### src/rtl/apb2mem_pkg.sv
`default_nettype none
// ============================================================================
// Module   : apb2mem_pkg
// Brief    : Shared types for the APB-to-native-memory completer bridge.
// Revision : 1.0
// ============================================================================
package apb2mem_pkg;

    localparam int TMO_W = 16;

    typedef enum logic [1:0] {
        IDLE = 2'd0,
        REQ  = 2'd1,
        RESP = 2'd2
    } state_e;

    typedef struct packed {
        logic [31:0] addr;
        logic [31:0] wdata;
        logic [3:0]  wstrb;
    } nmi_req_t;

endpackage
`default_nettype wire

### src/rtl/apb2mem.sv
`default_nettype none
// ============================================================================
// Module   : apb2mem
// Brief    : APB4 completer turning each transfer into one nmi master access,
//            with address-window check and response timeout on pslverr.
// Revision : 1.0
// ============================================================================
module apb2mem
    import apb2mem_pkg::*;
#(
    parameter logic [31:0] WIN_BASE   = 32'h0000_0000,
    parameter logic [31:0] WIN_MASK   = 32'hFFFF_FFFF,
    parameter int          TMO_CYCLES = 256
) (
    input  logic        clk_i,
    input  logic        rst_i,
    input  logic [31:0] apb_paddr_i,
    input  logic [2:0]  apb_pprot_i,
    input  logic        apb_psel_i,
    input  logic        apb_penable_i,
    input  logic        apb_pwrite_i,
    input  logic [31:0] apb_pwdata_i,
    input  logic [3:0]  apb_pstrb_i,
    output logic        apb_pready_o,
    output logic [31:0] apb_prdata_o,
    output logic        apb_pslverr_o,
    output logic        mem_valid_o,
    output logic [31:0] mem_addr_o,
    output logic [31:0] mem_wdata_o,
    output logic [3:0]  mem_wstrb_o,
    input  logic [31:0] mem_rdata_i,
    input  logic        mem_ready_i
);

    localparam logic [TMO_W-1:0] TMO_LIMIT = TMO_W'(TMO_CYCLES - 1);
    localparam logic [TMO_W-1:0] CNT_MAX   = {TMO_W{1'b1}};

    state_e            state_q, state_d;
    nmi_req_t          req_q, req_d;
    logic              valid_q, valid_d;
    logic              pready_q, pready_d;
    logic              pslverr_q, pslverr_d;
    logic [31:0]       prdata_q, prdata_d;
    logic [TMO_W-1:0]  cnt_q, cnt_d;

    logic              setup_w;
    logic              hit_w;
    logic              unused_pprot_w;

    assign setup_w        = apb_psel_i & ~apb_penable_i;
    assign hit_w          = ((apb_paddr_i & WIN_MASK) == (WIN_BASE & WIN_MASK));
    assign unused_pprot_w = ^apb_pprot_i;

    always_comb begin
        state_d   = state_q;
        req_d     = req_q;
        valid_d   = valid_q;
        pready_d  = 1'b0;
        pslverr_d = pslverr_q;
        prdata_d  = prdata_q;
        cnt_d     = cnt_q;
        case (state_q)
            IDLE: begin
                if (setup_w) begin
                    if (hit_w) begin
                        req_d.addr  = apb_paddr_i;
                        req_d.wdata = apb_pwdata_i;
                        req_d.wstrb = apb_pwrite_i ? apb_pstrb_i : 4'h0;
                        valid_d     = 1'b1;
                        cnt_d       = '0;
                        state_d     = REQ;
                    end else begin
                        // Out-of-window: answer with an error, never touch nmi
                        pready_d  = 1'b1;
                        pslverr_d = 1'b1;
                        prdata_d  = '0;
                        state_d   = RESP;
                    end
                end
            end
            REQ: begin
                // A ready on the limit cycle still counts as a normal completion
                if (mem_ready_i) begin
                    valid_d   = 1'b0;
                    prdata_d  = (req_q.wstrb == 4'h0) ? mem_rdata_i : 32'h0;
                    pslverr_d = 1'b0;
                    pready_d  = 1'b1;
                    state_d   = RESP;
                end else if (cnt_q == TMO_LIMIT) begin
                    valid_d   = 1'b0;
                    prdata_d  = '0;
                    pslverr_d = 1'b1;
                    pready_d  = 1'b1;
                    state_d   = RESP;
                end else if (cnt_q != CNT_MAX) begin
                    cnt_d = cnt_q + TMO_W'(1);
                end
            end
            RESP: begin
                pslverr_d = 1'b0;
                state_d   = IDLE;
            end
            default: begin
                state_d = IDLE;
            end
        endcase
    end

    always_ff @(posedge clk_i or posedge rst_i) begin
        if (rst_i) begin
            state_q   <= IDLE;
            req_q     <= '0;
            valid_q   <= 1'b0;
            pready_q  <= 1'b0;
            pslverr_q <= 1'b0;
            prdata_q  <= '0;
            cnt_q     <= '0;
        end else begin
            state_q   <= state_d;
            req_q     <= req_d;
            valid_q   <= valid_d;
            pready_q  <= pready_d;
            pslverr_q <= pslverr_d;
            prdata_q  <= prdata_d;
            cnt_q     <= cnt_d;
        end
    end

    assign apb_pready_o  = pready_q;
    assign apb_pslverr_o = pslverr_q;
    assign apb_prdata_o  = prdata_q;
    assign mem_valid_o   = valid_q;
    assign mem_addr_o    = req_q.addr;
    assign mem_wdata_o   = req_q.wdata;
    assign mem_wstrb_o   = req_q.wstrb;

endmodule
`default_nettype wire

### config.mk
export PLATFORM = sky130hd
export DESIGN_NAME = apb2mem
export DESIGN_NICKNAME = d
export VERILOG_FILES = /design/src/rtl/apb2mem_pkg.sv /design/src/rtl/apb2mem.sv
export SDC_FILE = /design/constraint.sdc
export NUM_CORES = 1
export LEC_CHECK = 0
export CAP_MARGIN = 20
export CORE_ASPECT_RATIO = 2
export CORE_MARGIN = 2
export CORE_UTILIZATION = 30
export DETAILED_ROUTE_END_ITERATION = 7
export GPL_ROUTABILITY_DRIVEN = 0
export PLACE_DENSITY_LB_ADDON = 0.05
export SYNTH_ARGS = -nofsm -noshare
export SYNTH_HDL_FRONTEND = slang
export SYNTH_SLANG_ARGS = --single-unit
### constraint.sdc
create_clock -name clk_i -period 4.23 [get_ports clk_i]
set_input_delay 0.423 -clock clk_i [delete_from_list [all_inputs] [get_ports clk_i]]
set_output_delay 0.423 -clock clk_i [all_outputs]
set_load 0.005 [all_outputs]
==> results of run 1 <==
==> synthesized netlist by cell type (2+ instances only) <==
master,n
buf_2,5
nand2b_1,2
nand3_1,9
nand2_1,11
nor2b_1,35
nor2_1,10
o21ai_1,3
buf_6,2
nor3_1,2
or4_1,3
a22o_1,32
clkbuf_1,12
mux2_2,32
dfrtp_1,121
buf_1,2
nor4_1,8
a21oi_1,5
and4_1,5
a31oi_1,18
o21ai_0,11
o21a_1,3
nand4_1,2
inv_1,13
and3_1,5
==> cells in the final DEF, fill, tap and decap left out, types with 11 or more instances in the layout <==
cell type / n
clkdlybuf4s50_1: 208
dfrtp_1: 121
nor2b_1: 35
a22o_1: 32
mux2_2: 32
a31oi_1: 18
clkbuf_16: 17
inv_1: 12
nand2_1: 11
o21ai_0: 11
==> registers in the layout, indices dropped and copies added, names as in the netlist <==
name           flops
mem_wstrb_o        4
apb_prdata_o      32
cnt_q             16
mem_valid_o        1
mem_wdata_o       32
mem_addr_o        32
state_q            2
apb_pslverr_o      1
apb_pready_o       1
==> worst reg2reg max path, delay by kind of cell (launching register included) <==
family                   cells  cell delay [ns]
AND/OR/NAND/NOR              3             1.28
AO/OA/AOI/OAI                2             0.47
flip-flops                   1             0.38
buffers and inverters        1             0.31
adder cells (fa/ha/maj)      1             0.21
==> kinds of logic (layout without fill, tap and decap cells) <==
kind of cell	count (synthesis)	count (layout)	share of synthesized area (%)
compound gates	82	82	12.88
buf+inv	34	258	3.148
mux	33	33	7.831
fa+ha+maj	1	1	0.2645
flops	121	121	64.02
simple gates	96	96	11.85
==> worst max path at each step <==
stage,to,cells past startpoint,startpoint,slack [ns]
final,cnt_q[13]$_DFFE_PP0P_,7,cnt_q[1]$_DFFE_PP0P_,1.50
after global routing,cnt_q[4]$_DFFE_PP0P_,7,cnt_q[1]$_DFFE_PP0P_,1.30
after CTS,cnt_q[13]$_DFFE_PP0P_,7,cnt_q[1]$_DFFE_PP0P_,1.49
after detailed placement,mem_addr_o[3]$_DFFE_PP0P_,7,apb_paddr_i[1],1.20
after global placement,mem_addr_o[7]$_DFFE_PP0P_,7,apb_paddr_i[1],1.17
after floorplan,apb_prdata_o[0]$_DFFE_PP0P_,1,rst_i,0.59
==> report_power, final <==
group	internal, mW	switching (mW)	leakage (nW)
registers	1.16	0.00150	1.65
logic	0.0938	0.0478	1.51
clock network	0.927	0.499	0.280
==> metal layers <==
layer / vias to the layer above / GRT usage (%)
met2: 199 / 25.65
met4: 0 / 6.000
met3: 17 / 6.846
li1: 1750 / -
met1: 1715 / 19.39
met5: - / 0
==> area by class of cell <==
cell class | count | area (sq um) | share of cell area [%]
flip-flops and latches | 121 | 3028 | 39.80
multi-input cells | 212 | 1554 | 20.42
inverters | 13 | 51.30 | 0.6742
well taps | 201 | 251.5 | 3.305
clock inverters | 6 | 88.84 | 1.168
clock buffers | 25 | 495.5 | 6.512
repair buffers | 214 | 2140 | 28.12
==> flow_summary.yaml, run 1 <==
grt:
  antenna_found_initial: 0
  grt_pass1_vias: 3851
  grt_pass1_wl_um: 20720
  grt.overflow.total: 0
  grt_max_degree: 122
  grt_usage_pct: 16.14
detailed_routing:
  ant_nets: 0
  wire_per_inst_um: 16.90
  routed.top_layer: "met4"
  detail_route.iter0.violations: 174
  m1WireLength_um: 5454
  post-route-drc-count: 0
  met3_length_um: 1362
  via_per_inst: 4.648
  first_pass_iters: 4
  route.met2.wl_um: 6365
  wirelength_um: 13390
  vias: 3681
layout:
  fin_area_sq_mm: 0.007609
  synthToLayoutAreaGrowth_pct: 60.87
  n_fill_cell: 1444
  fin_cells: 792
  layout.nets: 689
  n_antenna_cell: 0
  post-route-util_pct: 48.73
  drive_gt1_share_pct: 12.52
clocking:
  ctsResizeCount: 0
  hold_buffers: 0
  clkSinkCount: 121
  cts_tree: "done"
  root_buffer: "clkbuf_16"
  htree_levels: 4
  clockBufferDepth: 2
  clk_pin_slew_ns: 0.05
  clock_latency_ns: 0.41
  post_cts_buffers: 0
  cts_buffers: 17
logic_synthesis:
  synth.avg_cell_area_sq_um: 12.89
  syn_area_sq_mm: 0.004730
  syn_nets: 477
  yosysSeqAreaShare_pct: 64.02
  synth_edf_count: 0
  ys_ff_latch: 121
  syn_inst: 367
  yosys.cell_types.count: 40
  netlist_top_cells_area: "dfrtp_1 (64%), mux2_2 (7.6%), a22o_1 (5.9%), nor2b_1 (4.6%), a31oi_1 (2.4%)"
  synth_top_area_share_pct: 64.02
  async_reset_ff_share_pct: 100.0
  yosysTopAreaCell: "dfrtp_1"
  dominantRegCellSynth: "dfrtp_1"
  synth_warnings: 0
worst_hold_path:
  hold_path_end: "mem_addr_o[14]$_DFFE_PP0P_"
  hold_class: "reg2reg"
  hold_start: "mem_addr_o[14]$_DFFE_PP0P_"
  whs_path_depth: 1
floorplan:
  fp.dieW_um: 92.79
  dieHeight_um: 181.6
  io_pins: 212
  core_area_sq_mm: 0.01562
  dieArea_sq_mm: 0.01685
  start_util_pct: 30.29
  rows: 65
placed_design:
  dp_hpwl_um: 9339
  pre_cts_slack_ns: 1.200
  place_inst: 761
  dpl-instance-area_sq_mm: 0.007024
  numPortBuffers: 208
setup_path:
  crit_top_cell: "nand3_1"
  worst-path-buf-inv: 1
  path_class: "reg2reg"
  worst_r2r_path_depth: 7
  path_delay_family: "simple AND/OR/NAND/NOR gates"
  cp_max_fo: 14
  worstPathCellList: "ha_1 -> nand3_1 -> nor3_1 -> nand3_1 -> buf_4 -> a21o_4 -> a31oi_1"
  r2r_slack_ns: 1.50
  crit_slowest_cell: "nor3_1"
  arrival_ns: 3.06
  critPathCaptureType: "flop"
  r2r-start: "cnt_q[1]$_DFFE_PP0P_"
  r2r-end: "cnt_q[13]$_DFFE_PP0P_"
  cp_slowest_stage_delay_ns: 0.61
  setup.worst_path.start_class: "flop"
  cp_data_required_time_ns: 4.56
sta:
  finalSetupTns_ns: 0
  hold_viol: 0
  max_slew.worst_pin.slew_ns: 0.9063
  timing.fmax_mhz: 366.0
  min_period_ns: 2.732
  whs_ns: 0.4950
  slew_violations: 0
  finalSetupViolations: 0
  slew_headroom_pct: 39.45
  fin_crit_sh_pct: 64.59
  layout_setup_ws_ns: 1.498
  grt_setup_unrepaired: "no"
  skew_ns: 0.007745
pwr:
  peakVddDrop_v: 0.0002649
  p_leak_nw: 3.439
  finalPower_mw: 2.730
  power_density_mw_per_mm2: 358.8
run_status:
  outcome: "finished clean"
flow_run:
  maxCapViolCount: 0
Note: power is estimated with default switching activity, not from simulation.
==> run 2, diff against run 1 <==
==> constraint.sdc (replaced) <==
create_clock -name clk_i -period 2.2 [get_ports clk_i]
set_input_delay 0.22 -clock clk_i [delete_from_list [all_inputs] [get_ports clk_i]]
set_output_delay 0.22 -clock clk_i [all_outputs]
set_load 0.005 [all_outputs]
==> run 2 against run 1 <==
Against the previous run: the run now ends with setup timing left; clock power is 100% higher; total power is 98% higher; sequential power is 93% higher; first-iteration DRC count is 30% lower; critical path depth is 1 lower; global-route usage is 0.48 points higher; critical path type unchanged; critical endpoint is now apb_prdata_o[24]$_DFFE_PP0P_.
==> flow_summary.yaml, run 2 (synthesis gave the netlist of run 1 again) <==
grt:
  grt.overflow.total: 0
  grt_max_degree: 61
  antenna_found_initial: 0
  grt_pass1_wl_um: 21680
  grt_usage_pct: 16.62
  grt_pass1_vias: 4099
layout:
  synthToLayoutAreaGrowth_pct: 67.99
  layout_common_cells: "clkdlybuf4s50_1 (208), dfrtp_1 (121), nor2b_1 (35)"
  post-route-util_pct: 50.88
  layout.nets: 713
  mostFrequentLayoutCell: "clkdlybuf4s50_1"
  n_antenna_cell: 0
  drive_gt1_share_pct: 18.18
sta:
  fin_crit_sh_pct: 101.7
  slew_violations: 0
  finalSetupTns_ns: -0.7182
  hold_viol: 0
  skew_ns: 0.007069
  whs_ns: 0.1576
  finalSetupViolations: 32
  max_slew.worst_pin.slew_ns: 0.3890
  slew_headroom_pct: 74.07
  layout_setup_ws_ns: -0.03694
  min_period_ns: 2.237
  timing.fmax_mhz: 447.0
  grt_setup_unrepaired: "yes"
setup_path:
  cp_max_fo: 28
  setup.worst_path.start_class: "flop"
  path_class: "reg2reg"
  critical_path_depth: 6
  r2r-start: "cnt_q[9]$_DFFE_PP0P_"
  crit_start: "cnt_q[9]$_DFFE_PP0P_"
  path_delay_family: "simple AND/OR/NAND/NOR gates"
  crit_slowest_cell: "or4_1"
  worst-path-buf-inv: 1
  critPathCaptureType: "flop"
  r2r_slack_ns: -0.04
  arrival_ns: 2.53
  cp_data_required_time_ns: 2.49
  worstPathCellList: "or4_1 -> or4_4 -> a21oi_4 -> o21ai_2 -> buf_12 -> a22o_1"
  r2r-end: "apb_prdata_o[24]$_DFFE_PP0P_"
  worst_r2r_path_depth: 6
  cp_slowest_stage_delay_ns: 0.53
clocking:
  cts_buffers: 17
  cts_tree: "done"
  hold_buffers: 0
  root_buffer: "clkbuf_16"
  clock_latency_ns: 0.41
  clkSinkCount: 121
  htree_levels: 4
  clk_pin_slew_ns: 0.06
  clockBufferDepth: 2
detailed_routing:
  post-route-drc-count: 0
  wire_per_inst_um: 16.68
  via_per_inst: 4.693
  wirelength_um: 13630
  vias: 3834
  detail_route.iter0.violations: 121
  first_pass_iters: 4
  ant_nets: 0
floorplan:
  dieArea_sq_mm: 0.01685
  core_area_sq_mm: 0.01562
  start_util_pct: 30.29
  io_pins: 212
  fp.dieW_um: 92.79
  rows: 65
  dieHeight_um: 181.6
placed_design:
  dp_hpwl_um: 9601
  numPortBuffers: 208
flow_run:
  maxCapViolCount: 0
pwr:
  p_leak_nw: 3.589
  power_density_mw_per_mm2: 681.4
  peakVddDrop_v: 0.0005294
run_status:
  outcome: "finished with violations"
  violations: "setup timing"
worst_hold_path:
  hold_class: "in2async"
==> run 2: cell types whose count changed in the layout (fill, tap and decap cells not counted), sizes merged <==
cell / delta
clkbuf: -6
inv: +3
bufinv: +1
clkinvlp: +3
a21o: +1
buf: +23
==> run 2: worst register-to-register path: stages, from the launching register on <==
cell	delay (ns)
dfrtp_1	0.38
or4_1	0.53
or4_4	0.53
a21oi_4	0.16
o21ai_2	0.10
buf_12	0.17
a22o_1	0.25
==> run 2: through the flow <==
stage	setup WS, ns	total power [mW]	area (sq um)	instances
2_1_floorplan	-0.02055	2.329	4733	367
3_3_place_gp	-0.1232	2.565	7216	783
3_5_place_dp	-0.1277	2.566	7216	783
4_1_cts	-0.04219	5.510	7863	815
5_1_grt	-0.1028	5.637	7945	817
6_report	-0.03694	5.414	7945	817
==> run 2: area by class of cell <==
cell class	instances	area, sq um
clock buffers	19	452.9
clock inverters	13	165.2
fillers	1389	7670
inverters	13	52.55
multi-input cells	213	1654
flip-flops and latches	121	3028
well taps	201	251.5
repair buffers	237	2341
==> run 2: repair_timing <==
item / CTS / global route
setup endpoints to repair: 33 / 45
resized for setup: 3 / 10
setup buffers: 0 / 1
cloned: 0 / 1
hold endpoints to repair: 0 / 0
pin swaps: 0 / 7
==> run 2: power by group <==
part,switching (mW),internal [mW]
combinational,0.0958,0.188
sequential,0.00470,2.23
clock,1.04,1.85
==> run 2: worst max path at each step <==
stage / slack, ns / end
finish: -0.04 / apb_prdata_o[24]$_DFFE_PP0P_
global route: -0.10 / apb_prdata_o[24]$_DFFE_PP0P_
CTS: -0.04 / apb_prdata_o[24]$_DFFE_PP0P_
detailed placement: -0.13 / cnt_q[12]$_DFFE_PP0P_
global placement: -0.12 / cnt_q[12]$_DFFE_PP0P_
floorplan: -0.02 / cnt_q[5]$_DFFE_PP0P_
==> run 2: routing by layer <==
| layer | up-vias | global-route usage (%) | share of wire (%) | wire, um |
|---|---|---|---|---|
| met3 | 13 | 7.261 | 11 | 1450 |
| met4 | 0 | 6.941 | 1.9 | 259 |
| met2 | 192 | 25.54 | 46 | 6234 |
| li1 | 1808 | - | - | - |
| met5 | - | 0 | 0 | 0 |
| met1 | 1821 | 20.31 | 42 | 5681 |
==> run 3, diff against run 2 <==
--- a/config.mk
+++ b/config.mk
@@ -10,7 +10,6 @@
 export CORE_MARGIN = 2
 export CORE_UTILIZATION = 30
 export DETAILED_ROUTE_END_ITERATION = 7
-export GPL_ROUTABILITY_DRIVEN = 0
 export PLACE_DENSITY_LB_ADDON = 0.05
 export SYNTH_ARGS = -nofsm -noshare
 export SYNTH_HDL_FRONTEND = slang
==> results of run 3 <==
No change in the layout: final DEF, timing and power equal those of run 2.
